<file path="config.mk">
export PLATFORM = sky130hd
export DESIGN_NAME = encoder_83
export DESIGN_NICKNAME = d
export VERILOG_FILES = /design/src/rtl/encoder_83_pkg.sv /design/src/rtl/encoder_83_core.sv /design/src/rtl/encoder_83.sv
export SDC_FILE = /design/constraint.sdc
export NUM_CORES = 1
export LEC_CHECK = 0
export ABC_CLOCK_PERIOD_IN_PS = 1100
export BUFFER_PORTS_ARGS = -buffer_cell sky130_fd_sc_hd__buf_2
export CAP_MARGIN = 20
export CORE_AREA = 2 2 39 41
export CTS_BUF_LIST = sky130_fd_sc_hd__clkbuf_8 sky130_fd_sc_hd__clkbuf_16
export DETAILED_ROUTE_END_ITERATION = 8
export DIE_AREA = 0 0 41 43
export PLACE_DENSITY = 0.4
export SLEW_MARGIN = 0
export SYNTH_ARGS = -nofsm -noshare
export SYNTH_HDL_FRONTEND = slang
export SYNTH_HIERARCHICAL = 1
export SYNTH_SLANG_ARGS = --single-unit
export TNS_END_PERCENT = 50
</file>
<file path="constraint.sdc">
create_clock -name clk -period 1.1 [get_ports clk]
set_input_delay 0.22 -clock clk [delete_from_list [all_inputs] [get_ports clk]]
set_output_delay 0.22 -clock clk [all_outputs]
set_load 0.05 [all_outputs]
</file>
<file path="src/rtl/encoder_83_pkg.sv">
// Shared constants and index type for the 8-to-3 priority encoder and the
// logic that consumes its binary index.
package encoder_83_pkg;

  localparam int ENC_IN_W  = 8;
  localparam int ENC_OUT_W = 3;

  typedef logic [ENC_OUT_W-1:0] enc_idx_t;

endpackage : encoder_83_pkg

</file>
<file path="src/rtl/encoder_83_core.sv">
// Combinational core: MSB-priority index, any-set flag and a multi-hot flag
// built from a pairwise-OR reduction tree.
module encoder_83_core
  import encoder_83_pkg::*;
#(
  parameter int IN_W  = ENC_IN_W,
  parameter int OUT_W = ENC_OUT_W
) (
  input  logic [IN_W-1:0]  i,
  output logic [OUT_W-1:0] y_c,
  output logic             valid_c,
  output logic             multi_c
);

  // Ascending scan so the last hit, the most-significant set bit, wins.
  always_comb begin : prio_enc
    y_c = '0;
    for (int k = 0; k < IN_W; k++) begin
      if (i[k]) y_c = OUT_W'(k);
    end
  end

  assign valid_c = |i;

  // Each tree level folds pairs of (any, multi) nodes in place; a pair is
  // multi-hot if either half already was or both halves have a set bit.
  always_comb begin : multi_tree
    logic [IN_W-1:0] any_v;
    logic [IN_W-1:0] mul_v;
    any_v = i;
    mul_v = '0;
    for (int l = 1; l <= OUT_W; l++) begin
      for (int k = 0; k < IN_W / 2; k++) begin
        if (k < (IN_W >> l)) begin
          mul_v[k] = mul_v[2*k] | mul_v[2*k+1] | (any_v[2*k] & any_v[2*k+1]);
          any_v[k] = any_v[2*k] | any_v[2*k+1];
        end
      end
    end
    multi_c = mul_v[0];
  end

endmodule : encoder_83_core

</file>
<file path="src/rtl/encoder_83.sv">
// Registered 8-to-3 priority encoder with valid and multi-hot flags;
// one cycle of latency, accepts a new input every cycle.
module encoder_83
  import encoder_83_pkg::*;
#(
  parameter int IN_W  = ENC_IN_W,
  parameter int OUT_W = ENC_OUT_W
) (
  input  logic             clk,
  input  logic             rst,
  input  logic [IN_W-1:0]  i,
  output logic [OUT_W-1:0] y,
  output logic             valid,
  output logic             multi
);

  if (IN_W < 2 || OUT_W != $clog2(IN_W) || (1 << OUT_W) != IN_W) begin : g_param_chk
    $error("encoder_83: IN_W must be a power of 2 >= 2 and OUT_W == $clog2(IN_W)");
  end

  logic [OUT_W-1:0] y_p0;
  logic             vld_p0;
  logic             multi_p0;

  encoder_83_core #(
    .IN_W  (IN_W),
    .OUT_W (OUT_W)
  ) u_core (
    .i       (i),
    .y_c     (y_p0),
    .valid_c (vld_p0),
    .multi_c (multi_p0)
  );

  logic [OUT_W-1:0] y_p1;
  logic             vld_p1;
  logic             multi_p1;

  // Stage p0 -> p1: output registers; all cleared on reset so y reads 0.
  always_ff @(posedge clk) begin
    if (rst) begin
      y_p1     <= '0;
      vld_p1   <= 1'b0;
      multi_p1 <= 1'b0;
    end else begin
      y_p1     <= y_p0;
      vld_p1   <= vld_p0;
      multi_p1 <= multi_p0;
    end
  end

  assign y     = y_p1;
  assign valid = vld_p1;
  assign multi = multi_p1;

endmodule : encoder_83

</file>
==> reports/metrics.cfg, run 1 <==
[run_status]
status = completed

[clock_tree]
cts_root_buf = clkbuf_8
htreeDepth = 1
clock_sinks = 5
cts_buffer_depth = 2
cts_hold_buffers = 0
cts_tree = yes
cts_buffers = 3
clkSlewWorstSetupHoldPaths_ns = 0.03
cts.repair.resized = 0
postCtsSetupRepairBufs = 0

[global_routing]
grt_pass1_vias = 218
track_usage = 0.06907
grt_max_degree = 6
antenna_found_initial = 0
grt_pass1_wl_um = 786
grt-ovfl-total = 0

[yosys]
ys_seq_area_frac = 0.4124
synth_seq_cells = 5
synthCells = 27
ys_warn_count = 6
synth_nets = 37
syn-cell-area_um2 = 242.7
syn_avg_cell_area_um2 = 8.990
yosysUniqueCellTypes = 13

[critical_path]
required_ns = 0.88
cp_slowest_stage_delay_ns = 0.29
path_delay_family = flip-flops
cpMaxStageDelayCell = dfxtp_1
critPathBufInv = 1
cp-start-kind = register
crit_path_cell_trace = buf_2
cp_max_fo = 1
crit_path_end_kind = output port
arrival_ns = 0.77
critPathKind = reg2out

[min_path]
min-delay-start = rst
hold_end = multi
min_path_type = in2reg
holdPathStages = 2

[route]
wire_per_inst_um = 8.565
drc = 0
vias_per_cell = 4.130
postRouteAntennaNets = 0
first_pass_iters = 2
drt-total-wl_um = 591
drtIter0Drc = 3
vias = 285

[pwr]
power_density_nw_per_um2 = 1507
p_seq_frac = 0.297
p_int_uw = 487.1
p_sw_uw = 172.7
clock_power_share = 0.496
p_comb_frac = 0.207
ir_drop_mv = 0.3138
cellLeakagePower_uw = 0.0002086
swShare = 0.2617

[floorplan]
die-area_um2 = 1763
initial_core_util = 0.1754
core_um2 = 1384
die_y_um = 43
num_io_pins = 15
die_width_um = 41
rows = 14

[sta]
slew_headroom = 0.7442
holdWs_ns = 0.2166
finalSetupViolations = 0
rsz0062_at_grt = false
fin_crit_ns = 0.9868
tightest_slew_ns = 0.3802
fmax_ghz = 1.013
fin_tns_setup_ns = 0
hold_viol = 0
slew_viol_final = 0
fin_crit_sh = 0.8970

[place]
numPlacedInstances = 65
gp_congestion = 0.7005
dp.final_hpwl_um = 488
port_buffers = 14

[final_layout]
area_delta_synth_final_pct = 80.41
multi_input_area_um2 = 131.4
layout_common_cells = buf_2, buf_4, nor2b_1, dfxtp_1, inv_1
final_util = 0.3165
nFillCells = 146
drive_above_1_share = 0.5094
n_antenna_cell = 0
final_common_cell = buf_2
final_nets = 64
ff_latch_area_um2 = 100.1
finalNonFillerCells = 69

[job]
cap_viol_max_count = 0

## how the worst max path moves through the flow
| stage | start | endpoint | cells past startpoint |
|---|---|---|---|
| floorplan | i[7] | multi | 4 |
| global placement | i[7] | multi | 5 |
| detailed placement | i[7] | multi | 5 |
| CTS | y[2] | y[2] | 1 |
| global route | y[0] | y[0] | 1 |
| finish | y[2] | y[2] | 1 |
## synth_stat cells
cell type	number	share of area
nor4_1	1	0.026
o2111ai_1	1	0.036
a21oi_1	2	0.041
nor2_1	2	0.031
nand2_1	1	0.015
nor4_2	1	0.052
a22o_1	1	0.036
dfxtp_1	5	0.41
o22ai_1	2	0.052
o31ai_1	2	0.062
nor2b_1	5	0.13
inv_1	3	0.046
a221oi_2	1	0.062
## kinds of logic after synthesis
logic type      count (synthesis)  synth area share
simple gates                   10            0.2526
buf+inv                         3           0.04639
compound gates                  9            0.2886
flops                           5            0.4124
## state kept, by name (all words and copies together), names as in the netlist
name   flops
y          3
multi      1
valid      1
## cell type report
type,instances,share of cell area
clock buffer,3,0.09429
clock inverter,1,0.008571
inverter,3,0.02571
multi-input combinational,19,0.3000
sequential,5,0.2286
tap,16,0.04571
timing repair buffer,22,0.2971
## metal layers
metal	track usage	wire length, um
met2	0.08750	216
met4	0.08000	10
met5	0	0
met3	0.02094	74
met1	0.07962	289
## through the flow
stage	total power (uW)	instance area, um2	worst slack (ns)
after detailed placement	336.2	392.9	-0.03960
after global placement	336.9	392.9	-0.03613
after CTS	671.6	437.9	0.1033
final	659.7	437.9	0.1132
after floorplan	268.1	242.7	0.1480
after global routing	684.7	437.9	0.08329
## power groups by stage
stage	registers, uW	clock network [uW]	logic, uW
6_report	196	327	137
5_1_grt	198	340	147
3_3_place_gp	199	0	138
2_1_floorplan	241	0	26.8
4_1_cts	196	338	138
3_5_place_dp	199	0	137
(Power assumes the default switching activity.)
==> run 2, diff against run 1 <==
--- a/config.mk
+++ b/config.mk
@@ -8,11 +8,13 @@
 export ABC_CLOCK_PERIOD_IN_PS = 1100
 export BUFFER_PORTS_ARGS = -buffer_cell sky130_fd_sc_hd__buf_2
 export CAP_MARGIN = 20
+export CELL_PAD_IN_SITES_DETAIL_PLACEMENT = 0
+export CELL_PAD_IN_SITES_GLOBAL_PLACEMENT = 1
 export CORE_AREA = 2 2 39 41
 export CTS_BUF_LIST = sky130_fd_sc_hd__clkbuf_8 sky130_fd_sc_hd__clkbuf_16
 export DETAILED_ROUTE_END_ITERATION = 8
 export DIE_AREA = 0 0 41 43
-export PLACE_DENSITY = 0.4
+export PLACE_DENSITY = 0.52
 export SLEW_MARGIN = 0
 export SYNTH_ARGS = -nofsm -noshare
 export SYNTH_HDL_FRONTEND = slang
==> run 2 against run 1 <==
  * Final cell count is 1.4% higher
  * Wire length is 0.34% lower
  * Sequential share of layout area is 0.39 points lower
  * Count of clock-buffer cells in the layout stayed put
  * Die area stayed put
  * Maximum frequency is 0.40% lower
  * Critical path type unchanged
  * Critical endpoint is now multi
==> reports/metrics.cfg, run 2 (synthesized netlist as in run 1, its figures left out) <==
[route]
drt-total-wl_um = 589  ; -0.34%
postRouteAntennaNets = 0  ; unchanged
drc = 0  ; unchanged
wire_per_inst_um = 8.414  ; -1.8%
drtIter0Drc = 6  ; +3
vias = 288  ; +1.1%
vias_per_cell = 4.114  ; -0.39%
first_pass_iters = 2  ; unchanged

[final_layout]
finalNonFillerCells = 70  ; +1.4%
area_delta_synth_final_pct = 83.50
layout_common_cells = buf_2, buf_4, nor2b_1, dfxtp_1, inv_1
final_nets = 65  ; +1.6%
n_antenna_cell = 0  ; unchanged
largest_reg_flops = 3  ; unchanged
final_common_cell = buf_2
final_area_um2 = 445.4  ; +1.7%
drive_above_1_share = 0.5185  ; +0.009085

[place]
port_buffers = 14  ; unchanged
placed_area_um2 = 400.4  ; +1.9%
numPlacedInstances = 66  ; +1.5%
dp.final_hpwl_um = 475.6  ; -2.5%
gp_congestion = 0.7454  ; +6.4%

[sta]
hold_viol = 0  ; unchanged
holdWs_ns = 0.2183  ; +0.001664 ns
fin_crit_sh = 0.9006  ; +0.003571
tightest_slew_ns = 0.3540  ; -0.02614 ns
finalSetupViolations = 0  ; unchanged
slew_headroom = 0.7618  ; +0.01759
fmax_ghz = 1.009  ; -0.40%
rsz0062_at_grt = false
fin_crit_ns = 0.9907  ; +0.003928 ns
fin_tns_setup_ns = 0  ; unchanged
slew_viol_final = 0  ; unchanged

[pwr]
ir_drop_mv = 0.2567  ; -18%
power_density_nw_per_um2 = 1493  ; -0.91%
cellLeakagePower_uw = 0.0002140  ; +2.6%

[floorplan]
die-area_um2 = 1763  ; unchanged
initial_core_util = 0.1754  ; unchanged
die_width_um = 41  ; unchanged
rows = 14  ; unchanged
core_um2 = 1384  ; unchanged
num_io_pins = 15  ; unchanged
die_y_um = 43  ; unchanged

[global_routing]
grt-ovfl-total = 0  ; unchanged
track_usage = 0.08700  ; +0.01793
grt_max_degree = 6  ; unchanged
grt_pass1_wl_um = 938  ; +19%
grt_pass1_vias = 253  ; +16%
antenna_found_initial = 0  ; unchanged

[min_path]
min-delay-start = rst
min_path_type = in2reg

[critical_path]
path_delay_family = flip-flops
crit_path_cell_trace = buf_2
required_ns = 0.88  ; about the same
critPathKind = reg2out
cp-start-kind = register
critPathBufInv = 1  ; unchanged
cp_max_fo = 1  ; unchanged
crit_start = multi
crit_path_end_kind = output port
arrival_ns = 0.77  ; about the same
cpMaxStageDelayCell = dfxtp_1
cp_slowest_stage_delay_ns = 0.30  ; about the same

[clock_tree]
postCtsSetupRepairBufs = 0  ; unchanged
cts_buffer_depth = 2  ; unchanged
cts_buffers = 3  ; unchanged
cts_root_buf = clkbuf_8
cts.repair.resized = 0  ; unchanged
htreeDepth = 1  ; unchanged
cts_hold_buffers = 0  ; unchanged
cts_tree = yes
clock_sinks = 5  ; unchanged
clkSlewWorstSetupHoldPaths_ns = 0.04  ; about the same

[run_status]
status = completed

[job]
cap_viol_max_count = 0  ; unchanged

## run 2: layer usage
layer  routed length (um)  global-route usage  vias to the layer above
li1                     -                   -                      154
met1                  249             0.09524                      117
met2                  258              0.1031                       13
met3                   49             0.03141                        4
met4                   31              0.1200                        0
met5                    0                   0                        -
## run 2: worst paths after layout
check                    to  depth (start not counted)
worst min-delay path  valid                          2
worst max-delay path  multi                          1
## run 2: area by class of cell
class,instances,area (um2)
clock buffers,3,41.29
well taps,16,20.02
flip-flops and latches,5,100.1
clock inverters,1,3.754
multi-input cells,19,131.4
inverters,3,11.26
fillers,152,938.4
repair buffers,23,137.6
## run 2: report_power, final
| group | leakage [uW] | switching, uW | internal (uW) |
|---|---|---|---|
| Sequential | 0.0000421 | 2.03 | 194 |
| Combinational | 0.000145 | 82.3 | 55.0 |
| Clock | 0.0000269 | 92.2 | 239 |
| Total | 0.000214 | 176 | 488 |
## run 2: metrics by stage
stage	setup WS, ns	util	total power, uW
CTS	0.1008	0.3219	673.8
global placement	-0.07249	0.2893	336.9
global route	0.07658	0.3219	701.5
detailed placement	-0.03446	0.2893	337.5
floorplan	0.1480	-	268.1
finish	0.1093	0.3219	664.9
==> run 3, diff against run 2 <==
--- a/config.mk
+++ b/config.mk
@@ -6,7 +6,7 @@
 export NUM_CORES = 1
 export LEC_CHECK = 0
 export ABC_CLOCK_PERIOD_IN_PS = 1100
-export BUFFER_PORTS_ARGS = -buffer_cell sky130_fd_sc_hd__buf_2
+export BUFFER_PORTS_ARGS = -buffer_cell sky130_fd_sc_hd__buf_4
 export CAP_MARGIN = 20
 export CELL_PAD_IN_SITES_DETAIL_PLACEMENT = 0
 export CELL_PAD_IN_SITES_GLOBAL_PLACEMENT = 1
@@ -14,10 +14,9 @@
 export CTS_BUF_LIST = sky130_fd_sc_hd__clkbuf_8 sky130_fd_sc_hd__clkbuf_16
 export DETAILED_ROUTE_END_ITERATION = 8
 export DIE_AREA = 0 0 41 43
-export PLACE_DENSITY = 0.52
+export PLACE_DENSITY = 0.53
 export SLEW_MARGIN = 0
 export SYNTH_ARGS = -nofsm -noshare
 export SYNTH_HDL_FRONTEND = slang
-export SYNTH_HIERARCHICAL = 1
 export SYNTH_SLANG_ARGS = --single-unit
 export TNS_END_PERCENT = 50
==> constraint.sdc (replaced) <==
create_clock -name clk -period 1.1 [get_ports clk]
set_input_delay 0.055 -clock clk [delete_from_list [all_inputs] [get_ports clk]]
set_output_delay 0.055 -clock clk [all_outputs]
set_load 0.05 [all_outputs]
==> run 3 against run 2 <==
  * Synthesized area is 1.5% higher
  * Final cell count is 10% lower
  * Sequential power about the same
  * Worst hold slack got worse by 0.18 ns
  * Global-route usage fell by 0.78 points
  * Clock power is 4% lower
==> reports/metrics.cfg, run 3 <==
[sta]
slew_viol_final = 0  ; unchanged
fin_tns_setup_ns = 0  ; unchanged
fmax_ghz = 1.282  ; +27%
finalSetupViolations = 0  ; unchanged
tightest_slew_ns = 0.3919  ; +0.03781 ns
hold_viol = 0  ; unchanged
fin_crit_ns = 0.7800  ; -0.2107 ns
rsz0062_at_grt = false
slew_headroom = 0.7368  ; -0.02504
fin_crit_sh = 0.7091  ; -0.1915

[yosys]
ys_warn_count = 0  ; -6
synth_edf_count = 0  ; unchanged
async_reset_ff_frac = 0  ; unchanged
netlist.area_leader.share = 0.4061  ; -0.006280
synth_seq_cells = 5  ; unchanged
ys.flop_type = dfxtp_1
yosys.cell_count.top_type = dfxtp_1
synthTopCellsByArea = dfxtp_1, nor4_4, a21oi_1
synth_nets = 39  ; +5.4%
yosysUniqueCellTypes = 14  ; +1
yosys.area.top_type = dfxtp_1
syn_avg_cell_area_um2 = 8.500  ; -5.5%
syn-cell-area_um2 = 246.5  ; +1.5%
synthCells = 29  ; +7.4%
synth_common_cells = dfxtp_1, a21oi_1, nor3_1, inv_1, nor2_1
ys_seq_area_frac = 0.4061  ; -0.006280

[clock_tree]
cts_buffer_depth = 2  ; unchanged
clock_sinks = 5  ; unchanged
cts_hold_buffers = 0  ; unchanged
cts.repair.resized = 0  ; unchanged
htreeDepth = 1  ; unchanged
clkSlewWorstSetupHoldPaths_ns = 0.03  ; about the same
cts_root_buf = clkbuf_8
cts_buffers = 3  ; unchanged
postCtsSetupRepairBufs = 0  ; unchanged
cts_tree = yes

[route]
vias_per_cell = 4.254  ; +3.4%
postRouteAntennaNets = 0  ; unchanged
first_pass_iters = 2  ; unchanged
drc = 0  ; unchanged
drt-total-wl_um = 559  ; -5.1%
vias = 268  ; -6.9%
drtIter0Drc = 1  ; -5
wire_per_inst_um = 8.873  ; +5.5%

[place]
dp.final_hpwl_um = 464.3  ; -2.4%
port_buffers = 14  ; unchanged
placed_area_um2 = 371.6  ; -7.2%
gp_congestion = 0.7456  ; about the same

[critical_path]
crit_path_cell_trace = buf_4 > nor4_4 > a21oi_2 > o31a_1
critPathBufInv = 1  ; unchanged
critPathKind = in2reg
cp_slowest_stage_delay_ns = 0.35  ; +0.05 ns
cpMaxStageDelayCell = nor4_4
cp_max_fo = 5  ; +4
cp-start-kind = input pin
required_ns = 1.20  ; +0.32 ns
arrival_ns = 0.88  ; +0.11 ns
crit_path_end_kind = register
path_delay_family = simple AND/OR/NAND/NOR gates

[pwr]
p_seq_frac = 0.302  ; +0.007
clock_power_share = 0.490  ; -0.009
swShare = 0.2559  ; -0.009515
p_comb_frac = 0.209  ; +0.003
ir_drop_mv = 0.2997  ; +17%
cellLeakagePower_uw = 0.0001908  ; -11%
power_density_nw_per_um2 = 1567  ; +5.0%
p_sw_uw = 167.1  ; -5.3%
p_int_uw = 485.9  ; -0.51%

[floorplan]
core_um2 = 1384  ; unchanged
initial_core_util = 0.1781  ; +0.002712
die-area_um2 = 1763  ; unchanged
rows = 14  ; unchanged
num_io_pins = 15  ; unchanged
die_y_um = 43  ; unchanged
die_width_um = 41  ; unchanged

[min_path]
min_path_type = in2reg

[final_layout]
final_area_um2 = 416.7  ; -6.5%
nFillCells = 148  ; -2.6%
drive_above_1_share = 0.4043  ; -0.1143
ff_latch_area_um2 = 100.1  ; unchanged
multi_input_area_um2 = 135.1  ; +2.9%
final_nets = 58  ; -11%
final_common_cell = buf_4
layout_common_cells = buf_4, dfxtp_1, inv_1, nor3_1, a21oi_1
n_antenna_cell = 0  ; unchanged
largest_reg_flops = 3  ; unchanged
area_delta_synth_final_pct = 69.04

[global_routing]
track_usage = 0.07924  ; -0.007762
grt_pass1_vias = 238  ; -5.9%
grt_pass1_wl_um = 890  ; -5.1%
grt-ovfl-total = 0  ; unchanged
antenna_found_initial = 0  ; unchanged
grt_max_degree = 7  ; +1

[run_status]
status = completed

[job]
cap_viol_max_count = 0  ; unchanged

[run 3: stage by stage]
step	power (uW)	setup WS [ns]	instances	utilization	hold slack, ns
floorplan	271.0	0.2994	29	-	0.1241
global placement	336.9	0.1192	59	0.2685	0.2606
detailed placement	337.6	0.09389	59	0.2685	0.2603
CTS	665.0	0.3202	63	0.3011	0.03263
global route	689.2	0.2888	63	0.3011	0.03746
finish	653.1	0.3200	63	0.3011	0.03456
[run 3: area by class of cell]
| type | instances | share of cell area |
|---|---|---|
| Clock buffer | 3 | 0.09910 |
| Clock inverter | 1 | 0.009009 |
| Sequential cell | 5 | 0.2402 |
| Multi-Input combinational cell | 21 | 0.3243 |
| Timing Repair Buffer | 14 | 0.2523 |
| Tap cell | 16 | 0.04805 |
| Inverter | 3 | 0.02703 |
[run 3: final timing paths]
| kind | end | from | slack [ns] | cells past startpoint |
|---|---|---|---|---|
| max | multi | i[5] | 0.32 | 4 |
| min | y[1] | rst | 0.03 | 2 |
[run 3: power groups by stage]
| stage | Combinational [uW] | Clock [uW] | Sequential (uW) |
|---|---|---|---|
| after floorplan | 28.9 | 0 | 242 |
| after global placement | 137 | 0 | 200 |
| after detailed placement | 138 | 0 | 200 |
| after CTS | 138 | 330 | 197 |
| after global routing | 147 | 345 | 198 |
| final | 136 | 320 | 197 |
[run 3: logic make-up (layout without fill, tap and decap cells)]
logic type,count (synthesis),in the layout,synth area share
DFF,5,5,0.4061
AOI/OAI and AO/OA,12,12,0.3097
buffers and inverters,3,21,0.04568
and+or+nand+nor,9,9,0.2386
[run 3: layer usage]
metal,vias up,GRT usage,share of wire
met1,117,0.07692,0.39
met2,9,0.1156,0.52
met4,0,0.1000,0.016
met5,-,0,0
li1,140,-,-
met3,2,0.01571,0.072
